$ cat src/rtl/fsm_step_ctrl.sv
// Step sequencer for the table-driven datapath: debounced buttons drive single-step,
// free-run and run-until-breakpoint modes, issuing one-clock step_en pulses.
module fsm_step_ctrl #(
    parameter int unsigned STATE_W      = 3,
    parameter int unsigned DEBOUNCE_CYC = 3,
    parameter int unsigned RATE_DIV     = 25,
    parameter int unsigned CNT_W        = 8
) (
    input  logic               clk,
    input  logic               rst,
    input  logic               step_btn,
    input  logic               run_btn,
    input  logic               bp_en,
    input  logic [STATE_W-1:0] bp_state,
    input  logic [STATE_W-1:0] cur_state,
    output logic               step_en,
    output logic               running,
    output logic               bp_hit,
    output logic [CNT_W-1:0]   step_count
);

    localparam int unsigned DB_W  = $clog2(DEBOUNCE_CYC + 1);
    localparam int unsigned DIV_W = $clog2(RATE_DIV);
    localparam int unsigned NBTN  = 2;

    typedef enum logic [1:0] {
        S_IDLE  = 2'd0,
        S_RUN   = 2'd1,
        S_CHECK = 2'd2,
        S_HALT  = 2'd3
    } state_t;

    state_t            state, state_n;
    logic [NBTN-1:0]   btn_raw, sync1, sync2, db, db_d;
    logic [DB_W-1:0]   db_cnt [NBTN];
    logic [DIV_W-1:0]  div;
    logic              step_en_n;
    logic              div_clr;
    logic              step_press_c, run_press_c;
    logic              wrap_c, bp_match_c;

    assign btn_raw = {run_btn, step_btn};

    // Per-button synchronizer, debouncer and delayed level for edge detection
    always_ff @(posedge clk or posedge rst) begin
        if (rst) begin
            sync1 <= '0;
            sync2 <= '0;
            db    <= '0;
            db_d  <= '0;
            for (int i = 0; i < int'(NBTN); i++) begin
                db_cnt[i] <= '0;
            end
        end else begin
            sync1 <= btn_raw;
            sync2 <= sync1;
            db_d  <= db;
            for (int i = 0; i < int'(NBTN); i++) begin
                if (sync2[i] == db[i]) begin
                    db_cnt[i] <= '0;
                end else if (db_cnt[i] == DB_W'(DEBOUNCE_CYC - 1)) begin
                    db_cnt[i] <= '0;
                    db[i]     <= ~db[i];
                end else begin
                    db_cnt[i] <= db_cnt[i] + DB_W'(1);
                end
            end
        end
    end

    assign step_press_c = db[0] & ~db_d[0];
    assign run_press_c  = db[1] & ~db_d[1];
    assign wrap_c       = (div == DIV_W'(RATE_DIV - 1));
    assign bp_match_c   = bp_en && (cur_state == bp_state);

    always_ff @(posedge clk or posedge rst) begin
        if (rst) begin
            state <= S_IDLE;
        end else begin
            state <= state_n;
        end
    end

    // Next state and step request; run press always outranks step press and breakpoint
    always_comb begin
        state_n   = state;
        step_en_n = 1'b0;
        div_clr   = 1'b0;
        case (state)
            S_IDLE: begin
                if (run_press_c) begin
                    state_n = S_RUN;
                    div_clr = 1'b1;
                end else if (step_press_c) begin
                    step_en_n = 1'b1;
                end
            end
            S_RUN: begin
                if (run_press_c) begin
                    state_n = S_IDLE;
                    div_clr = 1'b1;
                end else if (step_en) begin
                    state_n = S_CHECK;
                end else if (wrap_c) begin
                    step_en_n = 1'b1;
                end
            end
            S_CHECK: begin
                if (run_press_c) begin
                    state_n = S_IDLE;
                    div_clr = 1'b1;
                end else if (bp_match_c) begin
                    state_n = S_HALT;
                end else begin
                    state_n   = S_RUN;
                    step_en_n = wrap_c;
                end
            end
            S_HALT: begin
                if (run_press_c) begin
                    state_n = S_RUN;
                    div_clr = 1'b1;
                end else if (step_press_c) begin
                    state_n   = S_IDLE;
                    step_en_n = 1'b1;
                end
            end
            default: state_n = S_IDLE;
        endcase
    end

    // Rate divider runs only in RUN/CHECK
    always_ff @(posedge clk or posedge rst) begin
        if (rst) begin
            div <= '0;
        end else if (div_clr || !(state == S_RUN || state == S_CHECK) || wrap_c) begin
            div <= '0;
        end else begin
            div <= div + DIV_W'(1);
        end
    end

    // Registered outputs follow the next state so they line up with the state register
    always_ff @(posedge clk or posedge rst) begin
        if (rst) begin
            step_en    <= 1'b0;
            running    <= 1'b0;
            bp_hit     <= 1'b0;
            step_count <= '0;
        end else begin
            step_en <= step_en_n;
            running <= (state_n == S_RUN) || (state_n == S_CHECK);
            bp_hit  <= (state_n == S_HALT);
            if (step_en_n && (step_count != {CNT_W{1'b1}})) begin
                step_count <= step_count + CNT_W'(1);
            end
        end
    end

endmodule

$ cat config.mk
export PLATFORM = sky130hd
export DESIGN_NAME = fsm_step_ctrl
export DESIGN_NICKNAME = d
export VERILOG_FILES = /design/src/rtl/fsm_step_ctrl.sv
export SDC_FILE = /design/constraint.sdc
export NUM_CORES = 1
export LEC_CHECK = 0
export CORE_MARGIN = 3
export CORE_UTILIZATION = 35
export DETAILED_ROUTE_END_ITERATION = 12
export GPL_TIMING_DRIVEN = 1
export SYNTH_ARGS = -nofsm -noshare
export SYNTH_HDL_FRONTEND = slang
export SYNTH_SLANG_ARGS = --single-unit
$ cat constraint.sdc
create_clock -name clk -period 3.36 [get_ports clk]
set_clock_uncertainty 0.15 [all_clocks]
set_input_delay 1.008 -clock clk [delete_from_list [all_inputs] [get_ports clk]]
set_output_delay 1.008 -clock clk [all_outputs]
set_load 0.005 [all_outputs]
==> run_results.csv <==
group,metric,value,unit
synth,yosysMostFrequentCell,"dfrtp_1",
timing,drv_slew,0,
detailed_routing,final_antenna_net_count,0,
timing,min_period,2.76,ns
detailed_routing,num_vias,888,
timing,rsz0062_at_grt,"no",
pwr,p_seq_share,41.5,%
timing,fmax,362,MHz
pwr,peakVddDrop,0.392,mV
finish,fillCellCount,345,
synth,yosysWarnings,0,
cts,htreeDepth,2,
pwr,sw_frac_of_total,31.7,%
worst_setup_path,startpoint_type,"input port",
synth,synth_top_area_share,53.1,%
worst_setup_path,cp_max_fo,8,
worst_setup_path,crit_start,"cur_state[1]",
global_routing,antenna_found_initial,0,
synth,synth_edf_count,0,
worst_setup_path,rr_startpoint,"state[1]",
placement,portBuffers,21,
pwr,power_switching,421,uW
outcome,status,"completed",
synth,synth_common_cells,"dfrtp_1, inv_1, ha_1, nor2_1, xor2_1",
finish,diodes,0,
synth,ys_ff_latch,30,
worst_setup_path,critPathArrivalTime,2.77,ns
placement,place_inst,183,
worst_setup_path,crit_path_end_kind,"register",
finish,area_delta_synth_final,27.3,%
synth,synth_area_leader_cell,"dfrtp_1",
hold_path,hold_path.class,"reg -> reg",
cts,cts-root-buf,"clkbuf_8",
worst_setup_path,slowest_delay,0.49,ns
pwr,p_int,907,uW
cts,postCtsSetupBuffers,0,
timing,hold_viol,0,
finish,layoutNonFillerInstCount,191,
timing,finalSetupViolations,0,
synth,ys_seq_area_share,53.1,%
floorplan,die_y,69.6,microns
worst_setup_path,critPathKind,"in -> reg",
timing,fin_crit_sh,82.3,%
finish,drive_gt1_share,14.0,%
cts,clock_sinks,30,
placement,hpwlAfterDp,1730,microns
worst_setup_path,cp.required,3.37,ns
cts,ctsResizeCount,0,
worst_setup_path,r2r_slack,1.05,ns
timing,holdWs,0.198,ns
global_routing,grt_pass1_wl,4280,microns
synth,synthesis.nets,132,
detailed_routing,routed_wl,2390,microns
cts,clk_pin_slew_worst_paths,0.06,ns
timing,worst_slack,0.595,ns
cts,clock_path_buffers,2,
placement,gp_congestion,0.767,
global_routing,grt_usage,11.2,%
detailed_routing,drt-initial-drc-count,39,
cts,cts_inserted_buffers,5,
pwr,clockPowerShare,26.5,%
cts,cts_tree,"yes",
cts,clk_latency,0.28,ns
timing,slew_headroom,71.8,%
synth,synthFlopType,"dfrtp_1",
worst_setup_path,slowest_stage,"clkdlybuf4s50_1",
global_routing,grt_overflow,0,
pwr,power.leakage,0.802,nW
detailed_routing,vias_per_cell,4.65,
synth,yosysUniqueCellTypes,28,
synth,avgSynthCellArea,12.5,sq um
synth,ys_async_sr_fraction,100,%
timing,finalSetupTns,0,ns
pwr,p_comb_share,32.0,%
floorplan,io_pins,22,
finish,nets,161,
detailed_routing,routedWlPerCell,12.5,microns
worst_setup_path,r2r_cells,7,
floorplan,die_w,69.6,microns
floorplan,die_area,4840,sq um
pwr,power_density,737,nW/um^2
floorplan,start_util,37.5,%
global_routing,grt_max_degree,31,
hold_path,holdPathStages,0,
synth,synthesis.area,1410,sq um
synth,syn_inst,113,
placement,preCtsSetupSlack,0.306,ns
hold_path,min-delay-start,"sync1[0]",
worst_setup_path,cp_cell_sequence,"clkdlybuf4s50_1, xnor2_1, nand4_1, a211oi_4, nor2_1, mux2_1",
detailed_routing,firstDrtPassIters,4,
global_routing,first_global_vias,958,
detailed_routing,drc_errors,0,
floorplan,placementRows,22,
cts,postCtsHoldBufs,0,
synth,synth_area_leaders,"dfrtp_1, ha_1, xor2_1",
timing,worst_pin_slew,0.422,ns
floorplan,core-area,3770,sq um
run,maxCapViolCount,0,
-- power groups by stage --
stage          logic (mW)  clock network, mW  registers, mW
2_1_floorplan       0.286                  0          0.544
3_3_place_gp        0.413                  0          0.551
3_5_place_dp        0.430                  0          0.557
4_1_cts             0.432              0.362          0.552
5_1_grt             0.476              0.378          0.571
6_report            0.425              0.352          0.551
-- state kept, by name, indices dropped and copies added, names as in the netlist, 2 cells and up --
register,flops
state,2
div,5
db_d,2
step_count,8
sync2,2
sync1,2
db_cnt,4
db,2
-- path summary, 6_finish.rpt --
check | end
setup / recovery | step_count[1]
hold / removal | sync2[0]
setup reg to reg | step_count[6]
hold reg to reg | sync2[0]
max in group asynchronous | sync1[0]
min in group asynchronous | step_count[3]
-- critical path: cells and delay by family --
| kind | cells | cell delay [ns] |
|---|---|---|
| AOI/OAI and AO/OA | 1 | 0.46 |
| xor gates and xnor gates | 1 | 0.12 |
| buffers and inverters | 1 | 0.49 |
| muxes | 1 | 0.33 |
| and+or+nand+nor | 2 | 0.36 |
-- kinds of logic after synthesis --
| logic type | Yosys count | share of synthesized area, % |
|---|---|---|
| fa+ha+maj | 8 | 7.08 |
| mux | 5 | 3.98 |
| buf+inv | 9 | 2.39 |
| flops | 30 | 53.1 |
| compound gates | 6 | 3.98 |
| xor+xnor | 13 | 8.05 |
| simple gates | 42 | 21.4 |
-- metal layers --
metal  GRT usage (%)  wire length, microns
met2            18.1                  1110
met3            3.48                   112
met1            13.3                  1110
met5               0                     0
met4            5.86                    59
-- placed cells by master, fill, tap and decap left out, types with 2 or more instances in the layout --
cell / instances
clkinv_2: 2
mux2_1: 3
xnor2_1: 6
dfrtp_1: 30
nor3b_1: 3
nor2b_1: 2
nand2_1: 3
ha_1: 8
nand4_1: 2
mux2_2: 2
clkbuf_8: 5
nor2_1: 8
nor4b_2: 2
xor2_1: 7
or2b_1: 3
clkdlybuf4s50_1: 21
o21ai_0: 2
nor3_1: 5
inv_1: 9
nand3_1: 5
nor4_2: 2
nand2b_1: 2
-- metrics by stage --
stage / utilization, % / instance area (sq um) / total power [mW]
after floorplan: - / 1410 / 0.829
after global placement: 44.9 / 1690 / 0.965
after detailed placement: 44.9 / 1690 / 0.987
after CTS: 47.7 / 1800 / 1.35
after global routing: 47.7 / 1800 / 1.42
final: 47.7 / 1800 / 1.33
-- cell type report --
class,instances,area [sq um],area share (%)
clock buffers,5,68.8,3.82
flip-flops and latches,30,751,41.7
inverters,9,33.8,1.88
clock inverters,3,40.0,2.22
multi-input cells,74,629,35.0
repair buffers,22,218,12.1
well taps,48,60.1,3.34
(Power assumes the default switching activity.)
